===== src/rtl/uart_pkg.sv =====
// Shared types and helpers for the UART blocks: receiver state encoding,
// line idle level and counter-width helper.
package uart_pkg;

    typedef enum logic [2:0] {
        IDLE,
        START,
        DATA,
        PARITY,
        STOP
    } rx_state_e;

    localparam logic LINE_IDLE = 1'b1;

    // Bits needed to count 0 .. max(a, b)-1.
    function automatic int clog2_max(input int a, input int b);
        return (a > b) ? $clog2(a) : $clog2(b);
    endfunction

endpackage


===== src/rtl/uart_sync_ff.sv =====
// Multi-stage synchroniser for asynchronous single-bit inputs, with a
// configurable reset level so an idle line never looks active out of reset.
module sync_ff #(
    parameter int   NB_SYNC = 2,
    parameter logic RST_VAL = 1'b0
) (
    input  logic clk,
    input  logic i_rst_n,
    input  logic i_d,
    output logic o_q
);

    logic [NB_SYNC-1:0] sync_q;

    always_ff @(posedge clk or negedge i_rst_n) begin
        if (!i_rst_n) begin
            sync_q <= {NB_SYNC{RST_VAL}};
        end else begin
            sync_q <= {sync_q[NB_SYNC-2:0], i_d};
        end
    end

    assign o_q = sync_q[NB_SYNC-1];

endmodule


===== src/rtl/uart_rx_cfg.sv =====
// Configurable oversampling UART receiver with valid/ready output, framing
// and overrun reporting. Define UART_RX_PARITY_EN to add a parity bit check.
module uart_rx_cfg
    import uart_pkg::*;
#(
    parameter int NB_DATA    = 8,
    parameter int OVERSAMPLE = 16,
    parameter int NB_STOP    = 16,
    parameter int NB_SYNC    = 2
`ifdef UART_RX_PARITY_EN
    ,
    parameter int PARITY_ODD = 0
`endif
) (
    input  logic               clk,
    input  logic               i_rst_n,
    input  logic               i_tick,
    input  logic               i_data,
    input  logic               i_ready,
    output logic [NB_DATA-1:0] o_data,
    output logic               o_valid,
    output logic               o_rxdone,
    output logic               o_frame_err,
    output logic               o_overrun,
    output logic               o_busy
`ifdef UART_RX_PARITY_EN
    ,
    output logic               o_parity_err
`endif
);

    localparam int CNT_W  = clog2_max(OVERSAMPLE, NB_STOP);
    localparam int NBIT_W = $clog2(NB_DATA);

    localparam logic [CNT_W-1:0]  MID_CNT  = CNT_W'(OVERSAMPLE / 2 - 1);
    localparam logic [CNT_W-1:0]  BIT_CNT  = CNT_W'(OVERSAMPLE - 1);
    localparam logic [CNT_W-1:0]  STOP_CNT = CNT_W'(NB_STOP - 1);
    localparam logic [NBIT_W-1:0] LAST_BIT = NBIT_W'(NB_DATA - 1);

`ifdef UART_RX_PARITY_EN
    localparam rx_state_e AFTER_DATA = PARITY;
`else
    localparam rx_state_e AFTER_DATA = STOP;
`endif

    rx_state_e          state;
    logic [CNT_W-1:0]   s_cnt;
    logic [NBIT_W-1:0]  n_cnt;
    logic [NB_DATA-1:0] shreg;
    logic               wait_high;
    logic               rx_s;
`ifdef UART_RX_PARITY_EN
    logic               par_bit;
`endif

    sync_ff #(
        .NB_SYNC (NB_SYNC),
        .RST_VAL (LINE_IDLE)
    ) u_sync (
        .clk     (clk),
        .i_rst_n (i_rst_n),
        .i_d     (i_data),
        .o_q     (rx_s)
    );

    always_ff @(posedge clk or negedge i_rst_n) begin
        if (!i_rst_n) begin
            state       <= IDLE;
            s_cnt       <= '0;
            n_cnt       <= '0;
            shreg       <= '0;
            wait_high   <= 1'b0;
            o_data      <= '0;
            o_valid     <= 1'b0;
            o_rxdone    <= 1'b0;
            o_frame_err <= 1'b0;
            o_overrun   <= 1'b0;
            o_busy      <= 1'b0;
`ifdef UART_RX_PARITY_EN
            par_bit      <= 1'b0;
            o_parity_err <= 1'b0;
`endif
        end else begin
            // NOTE: pulses default low here; a later non-blocking write in this block wins.
            o_rxdone  <= 1'b0;
            o_overrun <= 1'b0;
            if (o_valid && i_ready) begin
                o_valid <= 1'b0;
            end

            case (state)
                IDLE: begin
                    if (rx_s == LINE_IDLE) begin
                        wait_high <= 1'b0;
                    end else if (!wait_high) begin
                        state  <= START;
                        s_cnt  <= '0;
                        o_busy <= 1'b1;
                    end
                end

                START: begin
                    if (i_tick) begin
                        if (s_cnt == MID_CNT) begin
                            if (rx_s == LINE_IDLE) begin
                                state  <= IDLE;
                                o_busy <= 1'b0;
                            end else begin
                                state <= DATA;
                                s_cnt <= '0;
                                n_cnt <= '0;
                            end
                        end else begin
                            s_cnt <= s_cnt + 1'b1;
                        end
                    end
                end

                DATA: begin
                    if (i_tick) begin
                        if (s_cnt == BIT_CNT) begin
                            s_cnt <= '0;
                            shreg <= {rx_s, shreg[NB_DATA-1:1]};
                            n_cnt <= n_cnt + 1'b1;
                            if (n_cnt == LAST_BIT) begin
                                state <= AFTER_DATA;
                            end
                        end else begin
                            s_cnt <= s_cnt + 1'b1;
                        end
                    end
                end

`ifdef UART_RX_PARITY_EN
                PARITY: begin
                    if (i_tick) begin
                        if (s_cnt == BIT_CNT) begin
                            s_cnt   <= '0;
                            par_bit <= rx_s;
                            state   <= STOP;
                        end else begin
                            s_cnt <= s_cnt + 1'b1;
                        end
                    end
                end
`endif

                STOP: begin
                    if (i_tick) begin
                        if (s_cnt == STOP_CNT) begin
                            state       <= IDLE;
                            o_busy      <= 1'b0;
                            s_cnt       <= '0;
                            o_rxdone    <= 1'b1;
                            o_frame_err <= (rx_s != LINE_IDLE);
                            // A low stop sample means the line may be in break; re-arm only after it idles.
                            wait_high   <= (rx_s != LINE_IDLE);
`ifdef UART_RX_PARITY_EN
                            o_parity_err <= (^shreg) ^ par_bit ^ (PARITY_ODD != 0);
`endif
                            if (!o_valid || i_ready) begin
                                o_data  <= shreg;
                                o_valid <= 1'b1;
                            end else begin
                                o_overrun <= 1'b1;
                            end
                        end else begin
                            s_cnt <= s_cnt + 1'b1;
                        end
                    end
                end

                default: begin
                    state  <= IDLE;
                    o_busy <= 1'b0;
                end
            endcase
        end
    end

endmodule


===== config.mk =====
export PLATFORM = sky130hd
export DESIGN_NAME = uart_rx_cfg
export DESIGN_NICKNAME = d
export VERILOG_FILES = /design/src/rtl/uart_pkg.sv /design/src/rtl/uart_sync_ff.sv /design/src/rtl/uart_rx_cfg.sv
export SDC_FILE = /design/constraint.sdc
export NUM_CORES = 1
export LEC_CHECK = 0
export CORE_ASPECT_RATIO = 1.5
export CORE_MARGIN = 3
export CORE_UTILIZATION = 58
export CTS_CLUSTER_DIAMETER = 120
export CTS_CLUSTER_SIZE = 24
export DETAILED_ROUTE_END_ITERATION = 10
export PLACE_DENSITY = 0.78
export SYNTH_ARGS = -nofsm -noshare
export SYNTH_HDL_FRONTEND = slang
export SYNTH_HIERARCHICAL = 1
export SYNTH_SLANG_ARGS = --single-unit

===== constraint.sdc =====
create_clock -name clk -period 4.8 [get_ports clk]
set_clock_uncertainty 0.15 [all_clocks]
set_input_delay 0.72 -clock clk [delete_from_list [all_inputs] [get_ports clk]]
set_output_delay 0.72 -clock clk [all_outputs]
set_load 0.03 [all_outputs]

==> impl_metrics.toml <==
[outcome]
outcome = "finished, final reports clean"

[floorplanning]
rows = 22
initial_core_util_pct = 62.3
die_y_um = 69.6
core_um2 = 2500
ioPinCount = 18
die_w_um = 48.4
die_area_um2 = 3360

[grt]
grt_pass1_wl_mm = 4.71
antenna_found_initial = 0
grt_pass1_vias = 1018
grt_overflow = 0
groute.usage.overall_pct = 18.3
grt_start_max_net_pins = 35

[synth]
synth_top_area_share_pct = 51.3
avgSynthCellArea_um2 = 11.9
synth.area.top_cells = "dfrtp_1, mux2_2, dfstp_2"
synth_warnings = 6
syn-num-nets = 139
ys_types = 35
ys_seq_elements = 34
yosysTopAreaCell = "dfrtp_1"
synth-edff-count = 0
async_flop_share_pct = 100
seq_area_frac_synth_pct = 54.6
synth_flop_cell = "dfrtp_1"
synth_cells = 131
syn_area_um2 = 1560

[timing]
slew_viol_final = 0
period_minus_slack_ns = 2.87
worst_slew_margin_rel_pct = 29.5
finalSetupTns_ns = 0
tightest_slew_ns = 1.06
fmax_mhz = 348
hold_viol_final = 0
min_period_over_period_pct = 59.8
rsz0062_at_grt = "no"
finalSetupViolations = 0

[critical_path]
cp.required_ns = 4.86
path_class = "in2reg"
cp-startpoint = "i_tick"
r2r-start = "s_cnt[0]"
worst-r2r-cell-count = 4
worst_setup_path_end_kind = "flop"
rrSetupSlack_ns = 2.25
crit_path_end = "shreg[5]"
critical_path_arrival_ns = 2.93
critPathLaunchType = "input pin"
rr_endpoint = "shreg[5]"
worstPathMaxFanout = 11

[final_layout]
final_cells = 186
fill_cells = 180
drive_above_1_share_pct = 21.3
nNetsFinal = 157
final_cell_area_um2 = 1810
n_antenna_cell = 0
syn_to_final_growth_pct = 15.6

[placement]
port_buffers = 17
gp_congestion = 0.824
placed_cells = 178
post-dp-hpwl_mm = 1.94
dpl_cell_area_um2 = 1750

[routing]
antenna_left = 0
drt_iter0_drc = 28
dr.pass1.iters = 4
drt-wirelength-per-cell_um = 14.4
vias_per_cell = 5.63
dr_total_vias = 1047
postRouteWirelength_mm = 2.68
drcViolationCount = 0

[cts]
clk_latency_ns = 0.33
clockBufferDepth = 2
numCtsBuffers = 5
post_cts_buffers = 0
htree_levels = 2
cts_hold_buf = 0
path_clk_slew_ns = 0.09
cts_sinks = 34
cts_tree = "built"
root_buffer = "clkbuf_4"
cts_resized = 0

[power]
power_density_nw_per_um2 = 326
ir_worst_vdd_mv = 0.301
leakage_nw = 0.840

[job]
cap_viol_max_count = 0

[worst_hold_path]
hp-class = "reg2reg"
## cell families (layout without fill, tap and decap cells)
family | count (synthesis) | in the layout | share of synthesized area [%]
simple gates | 41 | 41 | 14.3
flops | 34 | 34 | 54.6
compound gates | 24 | 24 | 11.8
mux | 19 | 19 | 13.6
buf+inv | 10 | 29 | 3.20
fa+ha+maj | 3 | 3 | 2.40
## per-stage QoR
stage / hold slack, ns / utilization, % / setup WS [ns] / total power, mW
CTS: 0.211 / 72.1 / 1.93 / 0.595
detailed placement: 0.197 / 69.7 / 1.60 / 0.436
finish: 0.210 / 72.1 / 1.93 / 0.589
global route: 0.220 / 72.1 / 1.80 / 0.626
floorplan: 0.195 / - / 2.77 / 0.409
global placement: 0.197 / 69.7 / 1.67 / 0.432
## worst min path at each step
stage / to / slack [ns] / cells after the start / from
2_1_floorplan: u_sync/sync_q[1] / 0.20 / 0 / u_sync/sync_q[0]
3_3_place_gp: u_sync/sync_q[1] / 0.20 / 0 / u_sync/sync_q[0]
3_5_place_dp: u_sync/sync_q[1] / 0.20 / 0 / u_sync/sync_q[0]
4_1_cts: u_sync/sync_q[1] / 0.21 / 0 / u_sync/sync_q[0]
5_1_grt: u_sync/sync_q[1] / 0.22 / 0 / u_sync/sync_q[0]
6_report: u_sync/sync_q[1] / 0.21 / 0 / u_sync/sync_q[0]
## layout by cell type, fill, tap and decap left out, drive strengths merged, types with 2 or more instances in the layout
cell type	count
nor2b	2
a21oi	5
ha	3
clkdlybuf4s50	17
nand2	12
o21ai	6
and3	2
nor2	9
nand3	4
a221o	2
clkbuf	7
inv	3
or3	2
nand3b	2
dfstp	2
mux2	18
a22o	4
dfrtp	32
nand2b	2
a311oi	2
## power by group
group          switching [mW]  internal (mW)
Combinational          0.0479         0.0460
Sequential             0.0307          0.307
Clock                  0.0873         0.0709
## routing by layer
metal  share of wire, %  up-vias  GRT usage (%)
met5                  0        -              0
met4                1.9        0           8.54
met3                3.8        5           5.59
met2                 52       26           29.8
met1                 43      504           22.2
li1                   -      512              -
## worst max-delay path, stage by stage
cell             delay (ns)
clkdlybuf4s50_1        0.58
nand4_1                0.24
nor4b_2                0.96
mux2_2                 0.42
## sequential cells by signal (all words and copies together) (netlist names)
name / cells
o_data: 8
o_valid: 1
state: 3
o_busy: 1
o_rxdone: 1
n_cnt: 3
u_sync/sync_q: 2
shreg: 8
s_cnt: 4
wait_high: 1
o_frame_err: 1
o_overrun: 1
## synth_stat cells, types with 3 or more instances
cell	instances
a22o_1	4
a21oi_1	5
clkbuf_1	4
inv_1	3
o21ai_0	5
ha_1	3
mux2_2	18
nand2_1	12
dfrtp_1	32
nand3_1	4
nor2_1	9
## area by class of cell
cell class                      count  area, µm²  area share [%]
Clock buffer                        7       55.1            3.05
Multi-Input combinational cell     87        658            36.5
Clock inverter                      1       5.00           0.277
Sequential cell                    34        853            47.3
Inverter                            3       11.3           0.624
Timing Repair Buffer               18        178            9.84
Tap cell                           36       45.0            2.49
(Power assumes the default switching activity.)
